`src/rtl/i2c_write_sequencer.sv`:
```
// rtl/i2c_write_sequencer.sv - I2C write sequencer driving a parallel-to-serial datapath
//
// Purpose: per accepted start request, emits START, address byte {dev_addr,0},
// two data bytes serialised by the PTS block (byte select 0 then 1), and STOP.
// The slave ACK is checked after every byte; a NACK sets ack_err and jumps to STOP.
//
// Ports:
//   clk, rst        system clock, asynchronous active-high reset
//   start           transfer request, only honoured in IDLE
//   dev_addr        7-bit slave address, latched on start acceptance
//   pts_ser_in      serial bit from PTS (valid while pts_en=1)
//   sda_in          SDA pad input, used for ACK sampling
//   pts_en          PTS enable, high during data-bit phases only
//   pts_cycle       PTS byte select (0 = first data byte, 1 = second)
//   pts_counter     PTS bit index, 0 = first bit on the wire
//   scl_out         SCL level (1 = released)
//   sda_oe          1 = pull SDA low, 0 = release
//   busy            high from start acceptance until done
//   done            one-clk pulse after STOP completes
//   ack_err         sticky NACK flag, cleared on next accepted start

module i2c_write_sequencer #(
  parameter int CLK_DIV = 250
) (
  input  logic       clk,
  input  logic       rst,
  input  logic       start,
  input  logic [6:0] dev_addr,
  input  logic       pts_ser_in,
  input  logic       sda_in,
  output logic       pts_en,
  output logic       pts_cycle,
  output logic [2:0] pts_counter,
  output logic       scl_out,
  output logic       sda_oe,
  output logic       busy,
  output logic       done,
  output logic       ack_err
);

  localparam int QW = (CLK_DIV > 1) ? $clog2(CLK_DIV) : 1;

  typedef enum logic [3:0] {
    S_IDLE, S_START, S_ADDR, S_ADDR_ACK, S_DATA0, S_ACK0, S_DATA1, S_ACK1, S_STOP
  } state_t;

  state_t      state_q, state_d;
  logic [QW-1:0] qcnt_q, qcnt_d;
  logic [1:0]  quarter_q, quarter_d;
  logic [2:0]  bit_q, bit_d;
  logic        cyc_q, cyc_d;
  logic [6:0]  addr_q, addr_d;
  logic        ack_err_q, ack_err_d;
  logic        done_q, done_d;

  logic        tick;
  logic        phase_end;
  logic [7:0]  addr_byte;

  assign tick      = (qcnt_q == QW'(CLK_DIV - 1));
  assign phase_end = tick && (quarter_q == 2'd3);
  assign addr_byte = {addr_q, 1'b0};

  always_ff @(posedge clk or posedge rst) begin
    if (rst) begin
      state_q   <= S_IDLE;
      qcnt_q    <= '0;
      quarter_q <= 2'd0;
      bit_q     <= 3'd0;
      cyc_q     <= 1'b0;
      addr_q    <= 7'd0;
      ack_err_q <= 1'b0;
      done_q    <= 1'b0;
    end else begin
      state_q   <= state_d;
      qcnt_q    <= qcnt_d;
      quarter_q <= quarter_d;
      bit_q     <= bit_d;
      cyc_q     <= cyc_d;
      addr_q    <= addr_d;
      ack_err_q <= ack_err_d;
      done_q    <= done_d;
    end
  end

  // Next-state: the quarter counter free-runs outside IDLE; phase transitions
  // happen only on the last clk of q3, which is also where ACK is sampled.
  always_comb begin
    state_d   = state_q;
    qcnt_d    = tick ? '0 : qcnt_q + QW'(1);
    quarter_d = tick ? quarter_q + 2'd1 : quarter_q;
    bit_d     = bit_q;
    cyc_d     = cyc_q;
    addr_d    = addr_q;
    ack_err_d = ack_err_q;
    done_d    = 1'b0;

    case (state_q)
      S_IDLE: begin
        qcnt_d    = '0;
        quarter_d = 2'd0;
        if (start) begin
          state_d   = S_START;
          addr_d    = dev_addr;
          ack_err_d = 1'b0;
        end
      end
      S_START: if (phase_end) state_d = S_ADDR;
      S_ADDR, S_DATA0, S_DATA1: begin
        if (phase_end) begin
          bit_d = bit_q + 3'd1;  // wraps 7->0 as the ACK phase begins
          if (bit_q == 3'd7) begin
            case (state_q)
              S_ADDR:  state_d = S_ADDR_ACK;
              S_DATA0: state_d = S_ACK0;
              default: state_d = S_ACK1;
            endcase
          end
        end
      end
      S_ADDR_ACK, S_ACK0, S_ACK1: begin
        if (phase_end) begin
          if (sda_in) begin
            ack_err_d = 1'b1;
            state_d   = S_STOP;
          end else begin
            case (state_q)
              S_ADDR_ACK: state_d = S_DATA0;
              S_ACK0: begin
                state_d = S_DATA1;
                cyc_d   = 1'b1;
              end
              default: state_d = S_STOP;
            endcase
          end
        end
      end
      S_STOP: begin
        if (phase_end) begin
          state_d = S_IDLE;
          done_d  = 1'b1;
          cyc_d   = 1'b0;
          bit_d   = 3'd0;
        end
      end
      default: state_d = S_IDLE;
    endcase
  end

  // Bus levels decode from registered state only (plus the PTS bit, which is
  // held stable by pts_counter for the whole bit phase).
  always_comb begin
    scl_out = 1'b1;
    sda_oe  = 1'b0;
    pts_en  = 1'b0;
    case (state_q)
      S_START: sda_oe = quarter_q[1];
      S_ADDR: begin
        scl_out = quarter_q[1];
        sda_oe  = ~addr_byte[3'd7 - bit_q];
      end
      S_DATA0, S_DATA1: begin
        scl_out = quarter_q[1];
        pts_en  = 1'b1;
        sda_oe  = ~pts_ser_in;
      end
      S_ADDR_ACK, S_ACK0, S_ACK1: scl_out = quarter_q[1];
      S_STOP: begin
        scl_out = (quarter_q != 2'd0);
        sda_oe  = ~quarter_q[1];
      end
      default: ;
    endcase
  end

  assign pts_cycle   = cyc_q;
  assign pts_counter = bit_q;
  assign busy        = (state_q != S_IDLE);
  assign done        = done_q;
  assign ack_err     = ack_err_q;

endmodule

```
`config.mk`:
```
export PLATFORM = sky130hd
export DESIGN_NAME = i2c_write_sequencer
export DESIGN_NICKNAME = d
export VERILOG_FILES = /design/src/rtl/i2c_write_sequencer.sv
export SDC_FILE = /design/constraint.sdc
export NUM_CORES = 1
export LEC_CHECK = 0
export ABC_AREA = 1
export CORE_MARGIN = 2
export CORE_UTILIZATION = 45
export CTS_CLUSTER_SIZE = 40
export DETAILED_ROUTE_END_ITERATION = 16
export HOLD_SLACK_MARGIN = 0.1
export PLACE_DENSITY = 0.67
export SLEW_MARGIN = 20
export SYNTH_ARGS = -nofsm -noshare
export SYNTH_HDL_FRONTEND = slang
export SYNTH_SLANG_ARGS = --single-unit
```
`constraint.sdc`:
```
create_clock -name clk -period 2.05 [get_ports clk]
set_clock_uncertainty 0.2 [all_clocks]
set_input_delay 0.3075 -clock clk [delete_from_list [all_inputs] [get_ports clk]]
set_output_delay 0.3075 -clock clk [all_outputs]
set_load 0.005 [all_outputs]
```
==> results of run 1 <==
-- synthesized netlist by cell type (2+ instances only) --
library cell | number | area share
nand3_2 | 2 | 0.013
nand3_1 | 11 | 0.036
nand4_1 | 7 | 0.028
nand2_1 | 55 | 0.13
nand2_2 | 5 | 0.020
nor2_4 | 2 | 0.015
nor3_2 | 2 | 0.013
o21ai_1 | 7 | 0.023
inv_1 | 18 | 0.044
nor2_1 | 22 | 0.053
o21ai_0 | 4 | 0.013
nor2_2 | 4 | 0.016
a21oi_1 | 4 | 0.013
ha_1 | 6 | 0.049
inv_2 | 6 | 0.015
dfrtp_1 | 27 | 0.44
-- through the flow --
step	worst slack [ns]	TNS, ns	instances
global placement	0.0325	0	268
detailed placement	0.00441	0	268
floorplan	0.516	0	194
CTS	-0.0680	-0.0821	280
global route	-0.122	-0.286	284
finish	-0.0392	-0.0546	284
-- layer usage --
| metal | GRT usage | part of all wire | vias up |
|---|---|---|---|
| met5 | 0 | 0 | - |
| met4 | 0.0417 | 0.010 | 0 |
| met3 | 0.0324 | 0.042 | 4 |
| met2 | 0.321 | 0.47 | 28 |
| met1 | 0.232 | 0.48 | 633 |
| li1 | - | - | 707 |
-- worst min path at each step --
| stage | startpoint | endpoint | slack (ns) |
|---|---|---|---|
| 2_1_floorplan | rst | ack_err$_DFFE_PP0P_ | 0.16 |
| 3_3_place_gp | addr_q[2]$_DFFE_PP0P_ | addr_q[2]$_DFFE_PP0P_ | 0.27 |
| 3_5_place_dp | addr_q[2]$_DFFE_PP0P_ | addr_q[2]$_DFFE_PP0P_ | 0.27 |
| 4_1_cts | rst | pts_counter[0]$_DFFE_PP0P_ | 0.13 |
| 5_1_grt | rst | addr_q[6]$_DFFE_PP0P_ | 0.16 |
| 6_report | rst | addr_q[1]$_DFFE_PP0P_ | 0.12 |
-- critical path, stage by stage, from the launching register on --
cell and delay [ns]:
dfrtp_1 0.43, buf_4 0.15, nor2_4 0.13, inv_2 0.07
nor2_2 0.08, nand3_1 0.10, nand4_1 0.08, clkdlybuf4s15_1 0.20
-- layout make-up --
| type | instances | area, sq um | area share |
|---|---|---|---|
| timing repair buffer | 41 | 357 | 0.175 |
| sequential | 27 | 678 | 0.333 |
| multi-input combinational | 142 | 828 | 0.407 |
| clock buffer | 4 | 26.3 | 0.0129 |
| inverter | 24 | 90.1 | 0.0442 |
| tap | 46 | 57.6 | 0.0283 |
-- flip-flops by register name, summed over array words and instances, names as in the netlist --
register	cells
quarter_q	2
pts_cycle	1
pts_counter	3
addr_q	7
ack_err	1
done	1
state_q	4
qcnt_q	8
-- cell families (layout without fill, tap and decap cells) --
family,Yosys count,in the layout
xor+xnor,2,2
compound gates,19,19
fa+ha+maj,6,6
simple gates,115,115
flops,27,27
buf+inv,25,69
-- where the power goes --
part,total [mW],switching [mW],internal [mW]
clock network,0.232,0.156,0.0760
logic,0.0374,0.0157,0.0217
registers,0.534,0.000539,0.534
-- what timing repair did --
action / in CTS / in global routing
buffers inserted: 8 / 4
pin swaps: 1 / 6
setup endpoints to repair: 4 / 4
gates resized for setup: 20 / 9
==> metrics.yaml, run 1 <==
status:
  status: "finished with violations"
  violations: "setup timing"
route:
  drc_errors: 0
  drt_iter0_markers: 61
  avgRoutedWirePerCell_um: 11.8
  wirelength_um: 3340
  avgViaCountPerCell: 4.83
  first_pass_iters: 4
  vias: 1372
  ant_nets: 0
floorplanning:
  fp-row-count: 21
  start_util: 0.466
  io_pins: 22
  core_sq_mm: 0.00331
  dieArea_sq_mm: 0.00392
  die_w_um: 62.6
  die_height_um: 62.6
timing:
  post-route-period-util: 1.02
  timing.hold.ws_ns: 0.122
  finalSetupViolCount: 2
  grt_setup_unrepaired: "true"
  fmax_mhz: 479
  worstMarginPinSlew_ns: 0.437
  fin_crit_ns: 2.09
  max_slew_margin: 0.708
  layout_setup_ws_ns: -0.0392
  finalHoldViolations: 0
  drv_slew: 0
global_route:
  grt_pass1_wl_um: 5810
  grt_max_degree: 28
  grt_pass1_vias: 1347
  grt_util_all_layers: 0.182
  overflow: 0
  antenna_found_initial: 0
clock_network:
  cts_root_buf: "clkbuf_4"
  clk_pin_slew_ns: 0.15
  tritoncts: "done"
  clock-sinks: 27
  cts_hold_buf: 0
  clock_latency_ns: 0.32
  clk_path_buf_depth: 2
  htree_levels: 1
  cts_buffers: 3
logic_synthesis:
  synth_top_family_by_area: "simple AND/OR/NAND/NOR gates"
  synth_cells: 194
  synth_fa_ha_area_frac: 0.0486
  synth_cell_types: 28
  syn_avg_cell_area_sq_um: 7.96
  synth_compound_area_frac: 0.0802
  yosysSeqAreaShare: 0.438
  synth_enable_flop_cells: 0
  yosys.area_share.simple: 0.359
  synth-main-ff-cell: "dfrtp_1"
  synth-xor-area-share: 0.0113
  syn_area_sq_mm: 0.00154
  ys_warn_count: 0
  ys_ff_latch: 27
  syn_nets: 212
  async_reset_ff_frac: 1.00
  synthMuxAreaShare: 0
layout:
  nets: 257
  area_delta_synth_final_pct: 31.9
  stdcell_area_sq_mm: 0.00204
  mostFrequentLayoutCell: "nand2_1"
  post-route-util: 0.615
  drive_above_1_share: 0.256
  fill_cells: 306
  diodes: 0
  mostFrequentLayoutCells: "52 x nand2_1, 25 x dfrtp_1, 20 x buf_4"
setup_path:
  startpoint: "state_q[2]$_DFFE_PP0P_"
  r2r-start: "state_q[2]$_DFFE_PP0P_"
  worst-setup-path-type: "flop to primary output"
  cp_data_arrival_time_ns: 1.58
  endpoint: "sda_oe"
  r2r_slack_ns: 0.28
  crit_path_end_kind: "primary output"
  path_max_fanout: 4
  rr_worst_depth: 7
  critPathLaunchType: "flop"
  critPathRequiredTime_ns: 1.54
  r2r-end: "quarter_q[0]$_DFFE_PP0P_"
placed_design:
  gp_congestion: 0.878
  portBuffers: 21
  dp_hpwl_um: 2420
  placed_cell_area_sq_mm: 0.00186
power_and_ir_drop:
  ir_worst_vdd_mv: 0.240
  p_leak_nw: 1.04
  finalPower_mw: 0.803
  power_density_mw_per_mm2: 394
run:
  drv_cap: 0
hold_path:
  hold_path.class: "input pin to async pin"
(Power assumes the default switching activity.)
==> inputs of run 2 (changes only) <==
--- a/config.mk
+++ b/config.mk
@@ -6,7 +6,6 @@
 export NUM_CORES = 1
 export LEC_CHECK = 0
 export ABC_AREA = 1
-export CORE_MARGIN = 2
 export CORE_UTILIZATION = 45
 export CTS_CLUSTER_SIZE = 40
 export DETAILED_ROUTE_END_ITERATION = 16
==> metrics.yaml, run 2 (same netlist as run 1, synthesis figures left out) <==
route:
  ant_nets: 0  # unchanged
  wirelength_um: 3690  # was 3340 um
  drc_errors: 0  # unchanged
  vias: 1423  # was 1,372
  avgViaCountPerCell: 4.94  # was 4.83
  drt_iter0_markers: 80  # was 61
  avgRoutedWirePerCell_um: 12.8  # was 11.8 um
  first_pass_iters: 4  # unchanged
layout:
  mostFrequentLayoutCell: "nand2_1"  # unchanged
  fill_cells: 300  # was 306
  drive_above_1_share: 0.270  # was 0.256
  stdcell_area_sq_mm: 0.00206  # was 0.00204 sq mm
  multi_input_area_sq_um: 803  # was 828 sq um
  diodes: 0  # unchanged
  stdcell_count: 288  # was 284
  nets: 263  # was 257
  mostFrequentLayoutCells: "53 x nand2_1, 24 x dfrtp_1, 24 x buf_4"  # was 52 x nand2_1, 25 x dfrtp_1, 20 x buf_4
  area_delta_synth_final_pct: 33.2  # was 31.9%
  ff_latch_area_sq_um: 679  # was 678 sq um
  largest-register: "qcnt_q"  # unchanged
  largest_reg_flops: 8  # unchanged
  reg_top3: "qcnt_q (8), addr_q (7), state_q (4)"  # unchanged
clock_network:
  clk_path_buf_depth: 2  # unchanged
  tritoncts: "done"  # unchanged
  cts_hold_buf: 0  # unchanged
  clock-sinks: 27  # unchanged
  clock_latency_ns: 0.33  # was 0.32 ns
  htree_levels: 1  # unchanged
  clk_pin_slew_ns: 0.15  # about the same
  cts_buffers: 3  # unchanged
  cts_root_buf: "clkbuf_4"  # unchanged
floorplanning:
  io_pins: 22  # unchanged
  dieArea_sq_mm: 0.00367  # was 0.00392 sq mm
  core_sq_mm: 0.00315  # was 0.00331 sq mm
  start_util: 0.490  # was 0.466
  fp-row-count: 20  # was 21
  die_height_um: 60.6  # was 62.6 um
  die_w_um: 60.6  # was 62.6 um
timing:
  grt_setup_unrepaired: "true"  # unchanged
  post-route-period-util: 1.01  # was 1.02
  layout_setup_ws_ns: -0.0283  # was -0.0392 ns
  finalSetupViolCount: 1  # was 2
  finalHoldViolations: 0  # unchanged
  worstMarginPinSlew_ns: 0.440  # was 0.437 ns
  max_slew_margin: 0.706  # was 0.708
  fmax_mhz: 481  # was 479 MHz
  fin_crit_ns: 2.08  # was 2.09 ns
  drv_slew: 0  # unchanged
setup_path:
  critPathRequiredTime_ns: 1.54  # about the same
  cp_data_arrival_time_ns: 1.57  # was 1.58 ns
  critPathMaxStageDelay_ns: 0.47  # was 0.43 ns
  worst-setup-path-type: "flop to primary output"  # unchanged
  path_max_fanout: 4  # unchanged
  worstPathCellList: "inv_2 > nor2_4 > nand2_4 > buf_6 > o21ai_4 > o21ai_1 > o221ai_1 > buf_2"  # was buf_4 > nor2_4 > inv_2 > nor2_2 > nand3_1 > nand4_1 > clkdlybuf4s15_1
  crit_path_end_kind: "primary output"  # unchanged
  crit_slowest_cell: "dfrtp_2"  # was dfrtp_1
  critPathLaunchType: "flop"  # unchanged
power_and_ir_drop:
  power_density_mw_per_mm2: 393  # was 394 mW/mm^2
  switchingPower_mw: 0.176  # was 0.172 mW
  pwr-share-clk: 0.292  # was 0.289
  swShare: 0.218  # was 0.214
  p_int_mw: 0.632  # was 0.631 mW
  combPwrFrac: 0.047  # about the same
  power_frac_seq: 0.661  # was 0.665
  p_leak_nw: 1.05  # was 1.04 nW
  ir_worst_vdd_mv: 0.399  # was 0.240 mV
global_route:
  antenna_found_initial: 0  # unchanged
  grt_pass1_vias: 1338  # was 1,347
  grt_util_all_layers: 0.229  # was 0.182
  grt_max_degree: 28  # unchanged
  overflow: 0  # unchanged
  grt_pass1_wl_um: 6050  # was 5810 um
run:
  drv_cap: 0  # unchanged
status:
  violations: "setup timing"  # unchanged
  status: "finished with violations"  # unchanged
placed_design:
  gp_congestion: 0.946  # was 0.878
  dp_hpwl_um: 2780  # was 2420 um
  portBuffers: 21  # unchanged
  placed_cells: 274  # was 268
  placed_cell_area_sq_mm: 0.00192  # was 0.00186 sq mm
hold_path:
  hold_path.class: "input pin to async pin"  # unchanged
-- run 2: changes by cell type in the layout (fill, tap and decap cells not counted), sizes merged --
| cell | change |
|---|---|
| buf | +7 |
| clkdlybuf4s15 | -1 |
| dlygate4sd2 | +1 |
| dlymetal6s2s | -1 |
-- run 2: per-layer routing --
metal	share of wire	vias to the layer above	GRT usage
li1	-	720	-
met1	0.44	663	0.287
met2	0.50	30	0.405
met3	0.025	10	0.0256
met4	0.031	0	0.0877
met5	0	-	0
-- run 2: critical path: cells and delay by family (launching register included) --
family	cells	cell delay, ns
simple gates	2	0.12
flops	1	0.47
buf+inv	3	0.34
compound gates	3	0.30
-- run 2: final timing paths --
kind                                        start                    endpoint  slack [ns]  depth (start not counted)
setup / recovery           state_q[2]$_DFFE_PP0P_                     scl_out       -0.03                          8
hold / removal                                rst      state_q[1]$_DFFE_PP0P_        0.11                          3
setup reg to reg              qcnt_q[1]$_DFF_PP0_    quarter_q[1]$_DFFE_PP0P_        0.30                          8
hold reg to reg             addr_q[3]$_DFFE_PP0P_       addr_q[3]$_DFFE_PP0P_        0.29                          2
max in group asynchronous                     rst  pts_counter[0]$_DFFE_PP0P_        1.23                          3
min in group clk            addr_q[3]$_DFFE_PP0P_       addr_q[3]$_DFFE_PP0P_        0.29                          2
-- run 2: area by class of cell --
cell class,instances,area share
flip-flops and latches,27,0.330
multi-input cells,142,0.391
inverters,24,0.0450
repair buffers,47,0.195
well taps,44,0.0268
clock buffers,4,0.0128
-- run 2: per-stage QoR --
stage / setup TNS [ns] / hold slack (ns) / power, mW / setup WS, ns / util
after detailed placement: -0.0651 / 0.264 / 0.583 / -0.0510 / 0.610
after global routing: -0.158 / 0.164 / 0.838 / -0.101 / 0.652
after global placement: -0.0564 / 0.264 / 0.582 / -0.0490 / 0.610
after CTS: -0.0247 / 0.139 / 0.812 / -0.0247 / 0.641
final: -0.0283 / 0.115 / 0.808 / -0.0283 / 0.652
after floorplan: 0 / 0.160 / 0.554 / 0.516 / -
-- run 2: timing repair --
action / 4_1_cts / 5_1_grt
pin swaps: 8 / 6
setup endpoints to repair: 4 / 3
buffers inserted: 7 / 3
hold endpoints to repair: 0 / 0
resized for setup: 23 / 5
gates cloned: 0 / 0
-- run 2: power groups by stage --
stage          clock (mW)  combinational (mW)  sequential (mW)
6_report            0.236              0.0381            0.534
3_3_place_gp            0              0.0382            0.544
2_1_floorplan           0             0.00923            0.544
3_5_place_dp            0              0.0387            0.544
4_1_cts             0.239              0.0388            0.534
5_1_grt             0.262              0.0422            0.535
